### config.mk
export PLATFORM = sky130hd
export DESIGN_NAME = line_buf_wr_ctrl
export DESIGN_NICKNAME = d
export VERILOG_FILES = /design/src/rtl/line_buf_pkg.sv /design/src/rtl/line_buf_page_ring.sv /design/src/rtl/line_buf_wr_ctrl.sv
export SDC_FILE = /design/constraint.sdc
export NUM_CORES = 1
export LEC_CHECK = 0
export ABC_AREA = 1
export CAP_MARGIN = 0
export CORE_AREA = 4 4 56 78
export DETAILED_ROUTE_END_ITERATION = 12
export DIE_AREA = 0 0 60 82
export PLACE_DENSITY = 0.77
export SYNTH_ARGS = -nofsm -noshare
export SYNTH_HDL_FRONTEND = slang
export SYNTH_HIERARCHICAL = 1
export SYNTH_SLANG_ARGS = --single-unit
### constraint.sdc
create_clock -name CLOCK -period 8.9 [get_ports CLOCK]
set_clock_uncertainty 0.15 [all_clocks]
set_input_delay 0.89 -clock CLOCK [delete_from_list [all_inputs] [get_ports CLOCK]]
set_output_delay 0.89 -clock CLOCK [all_outputs]
set_load 0.05 [all_outputs]
### src/rtl/line_buf_pkg.sv
// Shared definitions for the line-buffer write controller: controller states,
// page-pointer width helper, pixel-count saturation helper and the statistics
// counter ceiling.
package line_buf_pkg;

    typedef enum logic [1:0] {
        ST_IDLE  = 2'd0,
        ST_WRITE = 2'd1,
        ST_DROP  = 2'd2
    } lb_state_e;

    // Ceiling of the optional 16-bit statistics counters
    localparam logic [15:0] STAT_SAT = 16'hFFFF;

    // Bits needed to index one of 'pages' line pages (pages is a power of 2)
    function automatic int page_w(input int pages);
        return $clog2(pages);
    endfunction

    // Highest pixel index that fits in one page of 2^addr_w pixels
    function automatic int pix_max(input int addr_w);
        return (1 << addr_w) - 1;
    endfunction

endpackage

### src/rtl/line_buf_page_ring.sv
// Page ring for the line buffer: write pointer, last committed page and the
// number of committed pages the reader has not released yet.
module line_buf_page_ring
    import line_buf_pkg::*;
#(
    parameter int  C_PAGES = 4,
    localparam int PW      = page_w(C_PAGES)
) (
    input  logic          clk,
    input  logic          rst_n,
    input  logic          commit_i,
    input  logic          release_i,
    input  logic          flush_i,
    output logic [PW-1:0] wr_page_o,
    output logic [PW-1:0] rd_page_o,
    output logic [PW:0]   used_o,
    output logic          full_o
);

    localparam logic [PW:0] FULL_CNT = (PW+1)'(C_PAGES);

    logic [PW-1:0] wr_page_q, wr_page_d;
    logic [PW-1:0] rd_page_q, rd_page_d;
    logic [PW:0]   used_q, used_d;
    logic          rel_eff;

    // A release with nothing outstanding is meaningless and is dropped
    assign rel_eff = release_i && (used_q != '0);

    // Pointer/occupancy update; flush wins over everything else
    always_comb begin
        wr_page_d = wr_page_q;
        rd_page_d = rd_page_q;
        used_d    = used_q;
        if (flush_i) begin
            wr_page_d = '0;
            rd_page_d = '0;
            used_d    = '0;
        end else begin
            if (commit_i) begin
                rd_page_d = wr_page_q;
                wr_page_d = wr_page_q + 1'b1;
            end
            case ({commit_i, rel_eff})
                2'b10:   used_d = used_q + 1'b1;
                2'b01:   used_d = used_q - 1'b1;
                default: used_d = used_q;
            endcase
        end
    end

    // Ring state registers
    always_ff @(posedge clk or negedge rst_n) begin
        if (!rst_n) begin
            wr_page_q <= '0;
            rd_page_q <= '0;
            used_q    <= '0;
        end else begin
            wr_page_q <= wr_page_d;
            rd_page_q <= rd_page_d;
            used_q    <= used_d;
        end
    end

    assign wr_page_o = wr_page_q;
    assign rd_page_o = rd_page_q;
    assign used_o    = used_q;
    assign full_o    = (used_q == FULL_CNT);

endmodule

### src/rtl/line_buf_wr_ctrl.sv
// Line-buffer write controller: writes incoming pixels of a line into the
// current DPRAM page, commits the page on a clean end-of-line and drops whole
// lines while every page is still owned by the reader.
// Optional macro LINE_BUF_STATS_EN adds FRAME_LINES / DROP_CNT counters.
module line_buf_wr_ctrl
    import line_buf_pkg::*;
#(
    parameter int  C_ADDR_W   = 9,
    parameter int  C_PAGES    = 4,
    parameter int  C_LINE_LEN = 250,
    localparam int PW         = page_w(C_PAGES)
) (
    input  logic                  CLOCK,
    input  logic                  RESET_N,
    input  logic                  PULSE,
    input  logic                  PIXEL_ERROR,
    input  logic                  LINE_SYNC,
    input  logic                  FRAME_SYNC,
    input  logic                  RD_DONE,
    output logic [PW+C_ADDR_W-1:0] DPRAM_WR_ADDR,
    output logic                  DPRAM_WE,
    output logic [PW-1:0]         DPRAM_RD_PAGE,
    output logic                  LINE_FINISHED,
    output logic                  LINE_LEN_ERR,
    output logic                  OVERFLOW,
`ifdef LINE_BUF_STATS_EN
    output logic [15:0]           FRAME_LINES,
    output logic [15:0]           DROP_CNT,
`endif
    output logic [PW:0]           PAGES_USED
);

    localparam logic [C_ADDR_W-1:0] CNT_MAX   = C_ADDR_W'(pix_max(C_ADDR_W));
    localparam logic [C_ADDR_W:0]   LINE_LEN  = (C_ADDR_W+1)'(C_LINE_LEN);
    localparam logic [PW:0]         USED_LAST = (PW+1)'(C_PAGES-1);

    lb_state_e                 state_q, state_d;
    logic [C_ADDR_W-1:0]       count_q, count_d;
    logic                      sat_q, sat_d;     // pixel CNT_MAX already written
    logic                      bad_q, bad_d;
    logic                      we_q, we_d;
    logic [PW+C_ADDR_W-1:0]    addr_q, addr_d;
    logic                      fin_q, fin_d;
    logic                      lerr_q, lerr_d;
    logic                      ovf_q, ovf_d;

    logic [PW-1:0]             wr_page;
    logic                      full;
    logic                      line_end;
    logic                      line_good;
    logic                      commit;
    logic                      rel_eff;
    logic                      full_after;
    logic [C_ADDR_W:0]         line_len;

    // Pixels received on this line; the saturated flag counts the last slot
    assign line_len   = {1'b0, count_q} + {{C_ADDR_W{1'b0}}, sat_q};
    assign line_end   = LINE_SYNC && !FRAME_SYNC && (state_q != ST_IDLE);
    assign line_good  = (line_len == LINE_LEN) && !bad_q;
    assign commit     = line_end && (state_q == ST_WRITE) && line_good;
    assign rel_eff    = RD_DONE && (PAGES_USED != '0);
    // Occupancy as it will be after this cycle; a commit never happens while full
    assign full_after = commit ? ((PAGES_USED == USED_LAST) && !rel_eff)
                               : (full && !rel_eff);

    line_buf_page_ring #(
        .C_PAGES (C_PAGES)
    ) u_ring (
        .clk       (CLOCK),
        .rst_n     (RESET_N),
        .commit_i  (commit),
        .release_i (RD_DONE),
        .flush_i   (FRAME_SYNC),
        .wr_page_o (wr_page),
        .rd_page_o (DPRAM_RD_PAGE),
        .used_o    (PAGES_USED),
        .full_o    (full)
    );

    // FSM state register
    always_ff @(posedge CLOCK or negedge RESET_N) begin
        if (!RESET_N) begin
            state_q <= ST_IDLE;
        end else begin
            state_q <= state_d;
        end
    end

    // FSM next state: a frame start always restarts writing (pages are flushed)
    always_comb begin
        state_d = state_q;
        if (FRAME_SYNC) begin
            state_d = ST_WRITE;
        end else if (line_end) begin
            state_d = full_after ? ST_DROP : ST_WRITE;
        end
    end

    // FSM outputs: pixel writes, line verdict pulses and the overflow flag
    always_comb begin
        count_d = count_q;
        sat_d   = sat_q;
        bad_d   = bad_q;
        we_d    = 1'b0;
        addr_d  = addr_q;
        fin_d   = 1'b0;
        lerr_d  = 1'b0;
        ovf_d   = ovf_q;
        if (FRAME_SYNC) begin
            count_d = '0;
            sat_d   = 1'b0;
            bad_d   = 1'b0;
            ovf_d   = 1'b0;
        end else begin
            case (state_q)
                ST_WRITE: begin
                    if (LINE_SYNC) begin
                        count_d = '0;
                        sat_d   = 1'b0;
                        bad_d   = 1'b0;
                        fin_d   = line_good;
                        lerr_d  = !line_good;
                    end else if (PULSE) begin
                        if (sat_q) begin
                            bad_d = 1'b1;
                        end else begin
                            we_d   = 1'b1;
                            addr_d = {wr_page, count_q};
                            if (count_q == CNT_MAX) begin
                                sat_d = 1'b1;
                            end else begin
                                count_d = count_q + 1'b1;
                            end
                            if (PIXEL_ERROR) begin
                                bad_d = 1'b1;
                            end
                        end
                    end
                end
                ST_DROP: begin
                    if (LINE_SYNC) begin
                        ovf_d   = 1'b1;
                        count_d = '0;
                        sat_d   = 1'b0;
                        bad_d   = 1'b0;
                    end
                end
                default: begin
                end
            endcase
        end
    end

    // Datapath and output registers
    always_ff @(posedge CLOCK or negedge RESET_N) begin
        if (!RESET_N) begin
            count_q <= '0;
            sat_q   <= 1'b0;
            bad_q   <= 1'b0;
            we_q    <= 1'b0;
            addr_q  <= '0;
            fin_q   <= 1'b0;
            lerr_q  <= 1'b0;
            ovf_q   <= 1'b0;
        end else begin
            count_q <= count_d;
            sat_q   <= sat_d;
            bad_q   <= bad_d;
            we_q    <= we_d;
            addr_q  <= addr_d;
            fin_q   <= fin_d;
            lerr_q  <= lerr_d;
            ovf_q   <= ovf_d;
        end
    end

    assign DPRAM_WE      = we_q;
    assign DPRAM_WR_ADDR = addr_q;
    assign LINE_FINISHED = fin_q;
    assign LINE_LEN_ERR  = lerr_q;
    assign OVERFLOW      = ovf_q;

`ifdef LINE_BUF_STATS_EN
    logic [15:0] frame_lines_q;
    logic [15:0] drop_cnt_q;

    // Commits since the last frame start and lines dropped since reset
    always_ff @(posedge CLOCK or negedge RESET_N) begin
        if (!RESET_N) begin
            frame_lines_q <= '0;
            drop_cnt_q    <= '0;
        end else begin
            if (FRAME_SYNC) begin
                frame_lines_q <= '0;
            end else if (commit && (frame_lines_q != STAT_SAT)) begin
                frame_lines_q <= frame_lines_q + 1'b1;
            end
            if (line_end && (state_q == ST_DROP) && (drop_cnt_q != STAT_SAT)) begin
                drop_cnt_q <= drop_cnt_q + 1'b1;
            end
        end
    end

    assign FRAME_LINES = frame_lines_q;
    assign DROP_CNT    = drop_cnt_q;
`endif

endmodule

==> Word-level counts from Yosys, hierarchy flattened <==
Cells that the tools add are included.
{ "classes": {"add_sub_neg": 5, "n_bitwise": 3, "n_eq_ne": 13, "mux": 44, "n_reduce_logical": 25} }
{ "ops": {"columns": ["op", "count"], "rows": [
  ["two-way mux 9 bit", 6],
  ["two-way mux 1 bit", 26],
  ["case mux 9 bit (2 select lines)", 1],
  ["two-way mux 2 bit", 7],
  ["inequality test 4 bit (second input constant)", 3],
  ["adder 9 x 1 -> 10 bit", 1],
  ["== test 10 x 8 -> 1 bit (second input constant)", 1],
  ["AND reduction 5 bit", 2],
  ["nonzero test 2 bit", 5],
  ["adder 9 x 1 -> 9 bit (second input constant)", 1],
  ["== test 9 bit (second input constant)", 1],
  ["nonzero test 3 bit", 3],
  ["logical AND 1 bit", 8],
  ["case mux 3 bit (2 select lines)", 1],
  ["inequality test 5 bit (second input constant)", 1],
  ["== test 2 x 1 -> 1 bit (second input constant)", 2],
  ["== test 2 bit (second input constant)", 2],
  ["zero test 1 bit", 4],
  ["case mux 1 bit (2 select lines)", 2],
  ["AND reduction 4 bit", 1],
  ["adder 3 x 1 -> 3 bit (second input constant)", 1],
  ["== test 3 x 2 -> 1 bit (second input constant)", 1],
  ["== test 3 bit (second input constant)", 1],
  ["two-way mux 3 bit", 1],
  ["other kinds (6)", 8]
]} }
{ "totals": {"ff_bits": 35, "word_cells": 102, "out_inout_bits": 20, "in_bits": 7} }

==> Longest topological paths before layout <==
{ "logic_depth": {"ltp_word": 9, "depth_mapped": 19, "mapped_depth_nobuf": 19} }

==> Hierarchy <==
The synthesis kept the hierarchy.
{ "modules_own_cells": {"columns": ["mod", "cells_each", "n_inst", "seq_area_each_um2", "area_each_um2"], "rows": [
  ["line_buf_wr_ctrl", 183, 1, 700.7, 1522.7],
  ["line_buf_page_ring", 48, 1, 175.2, 412.9]
]} }

==> Least setup slack after synthesis <==
OpenSTA, ideal clock, no wires.
{ "synth_timing": {"path_type": "reg2reg", "start": "reg sat_q", "end": "reg u_ring.used_q[2] (netlist: u_ring/used_o[2])", "t_required_ns": 8.631, "path_buffers": 0, "slack_ns": 6.029, "path_stages_with_launch": 20, "arrival_time_ns": 2.602, "setup_ns": 0.119, "period_less_slack_ns": 2.871, "cell_sequence": "dfrtp_1 -> ha_1 -> ha_1 -> nand2_1 -> inv_1 -> nand2_1 -> nor2_1 -> nand3_1 -> nor2_2 -> nand3_2 -> inv_1 -> inv_2 -> nand3_2 -> inv_1 -> fa_1 -> xor2_1 -> nand3_1 -> nand2_1 -> nand2_1 -> nand2_1"} }
{ "synth_via": {"elab_chain_len": 7, "word_cells_on_any_way": 9, "cone_classes": "add/sub (1); eq/ne (3); mux (2); reduce/logical (3)"} }
{ "synth_rtl": {"columns": ["element", "line", "text"], "rows": [
  ["start, declared", "line_buf_wr_ctrl.sv:39", "logic sat_q, sat_d;"],
  ["start signal, assigned", "line_buf_wr_ctrl.sv:167", "sat_q <= sat_d;"],
  ["adder 9 x 1 -> 10 bit (*)", "line_buf_wr_ctrl.sv:57", "assign line_len = {1'b0, count_q} + {{C_ADDR_W{1'b0}}, sat_q};"],
  ["== test 10 x 8 -> 1 bit (*)", "line_buf_wr_ctrl.sv:59", "assign line_good = (line_len == LINE_LEN) && !bad_q;"],
  ["logical AND 1 bit (*)", "line_buf_wr_ctrl.sv:59", null],
  ["logical AND 1 bit (*)", "line_buf_wr_ctrl.sv:60", "assign commit = line_end && (state_q == ST_WRITE) && line_good;"],
  ["via commit", "line_buf_wr_ctrl.sv:51", "logic commit;"],
  ["== test 2 x 1 -> 1 bit / == test 2 bit (equally long branches)", "line_buf_page_ring.sv:44", "case ({commit_i, rel_eff})"],
  ["case mux 3 bit (2 select lines)", "line_buf_page_ring.sv:44", null],
  ["two-way mux 3 bit", "line_buf_page_ring.sv:35", "if (flush_i) begin"],
  ["end signal, assigned", "line_buf_page_ring.sv:61", "used_q <= used_d;"],
  ["end, declared", "line_buf_page_ring.sv:24", "logic [PW:0] used_q, used_d;"]
]} }
Mark *: on every way through the listed nets, which the timed path passes. The rest lies on a longest branch.
A chain may end at the register's enable or synchronous reset.

==> Worst setup path after layout <==
{ "layout_timing": {"start": "in FRAME_SYNC", "end": "reg u_ring.used_q[2] (netlist: u_ring/used_o[2])"} }
{ "layout_via": {"elab_chain_len": 8, "word_cells_on_any_way": 10, "cone_classes": "eq/ne (2); mux (2); reduce/logical (6)"} }
{ "layout_rtl": {"columns": ["element", "line", "text"], "rows": [
  ["start, declared", "line_buf_wr_ctrl.sv:18", "input logic FRAME_SYNC,"],
  ["zero test 1 bit (*)", "line_buf_wr_ctrl.sv:58", "assign line_end = LINE_SYNC && !FRAME_SYNC && (state_q != ST_IDLE);"],
  ["logical AND 1 bit (*) (2 in series)", "line_buf_wr_ctrl.sv:58", null],
  ["logical AND 1 bit (*) (2 in series)", "line_buf_wr_ctrl.sv:60", null],
  ["via commit", "line_buf_wr_ctrl.sv:51", null],
  ["== test 2 x 1 -> 1 bit / == test 2 bit (equally long branches)", "line_buf_page_ring.sv:44", null],
  ["case mux 3 bit (2 select lines)", "line_buf_page_ring.sv:44", null],
  ["two-way mux 3 bit", "line_buf_page_ring.sv:35", null]
]} }
Marked as above.

==> results.cfg <==
[timing]
worst_slew_pin_slew_ns = 0.5136
setup_viol = 0
drv_slew = 0
grt_setup_unrepaired = false
min_period_ns = 3.410
fin_tns_setup_ns = 0
finalCritPeriodShare_pct = 38.32
setup_slack_ns = 5.490
finalHoldViolCount = 0
max_clock_freq_ghz = 0.2933
maxSlewHeadroom_pct = 65.65

[floorplanning]
die_x_um = 60
io_pins = 27
core.rowCount = 26
design.core.area_um2 = 3643
die_area_um2 = 4920
start_util_pct = 53.12
die_y_um = 82

[place]
numPlacedInstances = 299
portBuffers = 26
place_area_um2 = 2245
place_congestion = 0.8593
pre_cts_ws_ns = 5.191
post-dp-hpwl_um = 3095

[clocking]
cts_resized = 0
post_cts_buffers = 0
insertion_delay_ns = 0.29
cts_max_level = 2
cts.path.max_buffers = 2
cts_tree = built
path_clk_slew_ns = 0.08
cts.sinks = 35
postCtsHoldBufs = 0
cts_root_buf = clkbuf_8
cts_buffers = 5

[run]
max-cap-violations = 0

[routing]
viasPerCell = 5.202
wl_per_cell_um = 13.10
ant_nets = 0
via_count = 1597
drc_errors = 0
routed_wirelength_um = 4022
drtIter0Drc = 55
dr.pass1.iters = 4

[worst_setup_path]
cp_data_arrival_time_ns = 3.45
crit_family = buffers and inverters
critical-path-max-stage-delay_ns = 0.59
start_kind = input port
crit_path_top_delay_cell = clkdlybuf4s50_1
critPathKind = in -> reg
endpoint_kind = flip-flop
crit_chain = clkdlybuf4s50_1, inv_1, o211ai_1, nor2_1, nand3_2, inv_1, inv_2, nand3_2, inv_1, fa_1, xor2_1, nand3_1, nand2_1, nand2_1, nand2_1
critPathBufInv = 5
critPathRequiredTime_ns = 8.94
crit_fanout = 8

[global_routing]
grt_overflow = 0
grt_pass1_vias = 1639
antenna_found_initial = 0
met1_usage_pct = 19.96
use_met2_pct = 34.42
top_usage_layer = met2
grtUsageTotal_pct = 19.21
grtUsageMet3_pct = 5.346
grt_max_degree = 36
grt_pass1_wl_um = 7017

[worst_hold_path]
holdCritPathClass = reg -> reg

[yosys]
syn_avg_cell_area_um2 = 8.379
ys_warn_count = 6
yosysUniqueCellTypes = 32
synth_largest_area_cell = dfrtp_1
synth_top_area_share_pct = 45.25
netlist_instances = 231
netlist_top_cells_area = dfrtp_1 (45%), nand2_1 (9.7%), inv_1 (4.8%)
ys_ff_latch = 35
syn-cell-area_um2 = 1936
ys_seq_area_share_pct = 45.25
synth_nets = 243

[power]
p_per_area_nw_per_um2 = 185.0
p_int_mw = 0.2702
leakagePower_nw = 1.054
p_comb_share_pct = 30.0
pwr-share-seq_pct = 43.6
peakVddDrop_uv = 194.6
p_switching_mw = 0.1616
clkPwrFrac_pct = 26.4
sw_frac_of_total_pct = 37.42

[finish]
final_net_count = 276
final_cell_area_um2 = 2333
area_growth_pct = 20.56
fin_util_pct = 64.05
n_antenna_cell = 0
fin_cells = 307
drive_gt1_share_pct = 17.74

[status]
status = completed
==> cell usage after synthesis <==
library cell  number
or3_1              1
o21a_1             1
nand3_1           12
nor2_8             1
xor2_1             1
nor2_4             4
inv_2              7
nand2_2            9
o21ai_1           12
nand3_2            7
nand3b_1           1
o211ai_1           1
nor3_1             2
a31o_2             1
buf_6              1
nand2_4            2
nand4_1            5
a21boi_0           1
o21ai_0            7
inv_1             25
nor3_2             1
fa_1               1
ha_1               4
nor2_1            19
xnor2_1            1
o31ai_1            1
nor2_2             5
a21oi_1           11
nor3_4             1
nand2_1           50
nor4_1             1
dfrtp_1           35
==> per-stage QoR <==
stage	total power [mW]	hold slack, ns
after global placement	0.3166	0.3101
after floorplan	0.2807	0.2989
final	0.4318	0.3247
after detailed placement	0.3202	0.3081
after global routing	0.4586	0.3596
after CTS	0.4343	0.3276
==> worst paths after layout <==
path | end | slack (ns) | start | cells past startpoint
min in group asynchronous | DPRAM_WR_ADDR[6]$_DFFE_PN0P_ | 0.86 | RESET_N | 2
worst max-delay path | u_ring/used_o[2]$_DFFE_PN0P_ | 5.49 | FRAME_SYNC | 15
worst min-delay path | DPRAM_WR_ADDR[9]$_DFFE_PN0P_ | 0.32 | DPRAM_WR_ADDR[9]$_DFFE_PN0P_ | 2
worst max register to register | u_ring/used_o[2]$_DFFE_PN0P_ | 5.79 | sat_q$_DFFE_PN0P_ | 19
max in group asynchronous | OVERFLOW$_DFFE_PN0P_ | 7.42 | RESET_N | 2
worst min register to register | DPRAM_WR_ADDR[9]$_DFFE_PN0P_ | 0.32 | DPRAM_WR_ADDR[9]$_DFFE_PN0P_ | 2
==> power by group through the flow <==
stage / clock [mW] / combinational, mW / sequential [mW]
after floorplan: 0 / 0.0654 / 0.215
after global placement: 0 / 0.126 / 0.191
after detailed placement: 0 / 0.130 / 0.191
after CTS: 0.116 / 0.130 / 0.188
after global routing: 0.125 / 0.144 / 0.190
final: 0.114 / 0.130 / 0.188
==> cells in the final DEF (no fill, tap or decap), types with 2 or more instances in the layout <==
cell type        instances
nand2_1                 50
dfrtp_1                 35
clkdlybuf4s50_1         26
inv_1                   25
nor2_1                  19
nand3_1                 12
o21ai_1                 12
a21oi_1                 11
nand2_2                  9
o21ai_0                  7
inv_2                    7
nand3_2                  7
nor2_2                   5
nand4_1                  5
clkbuf_8                 5
nor2_4                   4
ha_1                     4
nand2_4                  2
nor3_1                   2
clkinvlp_4               2
==> logic make-up after synthesis <==
group / count (synthesis) / share of synthesized area [%]
flops: 35 / 45.25
fa+ha+maj: 5 / 3.620
simple gates: 121 / 33.68
buf+inv: 33 / 6.788
compound gates: 35 / 9.761
xor+xnor: 2 / 0.9051
==> worst register-to-register path, delay by kind of cell, from the launching register on <==
family                   cells  cell delay [ns]
flip-flops                   1             0.46
adder cells (fa/ha/maj)      3             0.91
AND/OR/NAND/NOR             11             0.93
buffers and inverters        4             0.41
XOR/XNOR                     1             0.17
==> metal layers <==
metal  share of wire, %  wire length (µm)
met1                 40              1606
met2                 54              2160
met3                3.7               147
met4                2.7               108
met5                  0                 0
==> state kept, by name (all words and copies together) (netlist names) <==
signal            flops
count_q               9
DPRAM_WE              1
u_ring/used_o         3
bad_q                 1
state_q               2
u_ring/rd_page_o      2
LINE_FINISHED         1
LINE_LEN_ERR          1
DPRAM_WR_ADDR        11
sat_q                 1
u_ring/wr_page_o      2
OVERFLOW              1
==> layout make-up <==
class                   count  area [µm²]
clock inverters             3       20.02
flip-flops and latches     35       875.8
multi-input cells         163       928.4
well taps                  42       52.55
repair buffers             27       267.8
clock buffers               5       68.82
fillers                   304        1310
inverters                  32       120.1
Power figures use the tool's default switching activity.
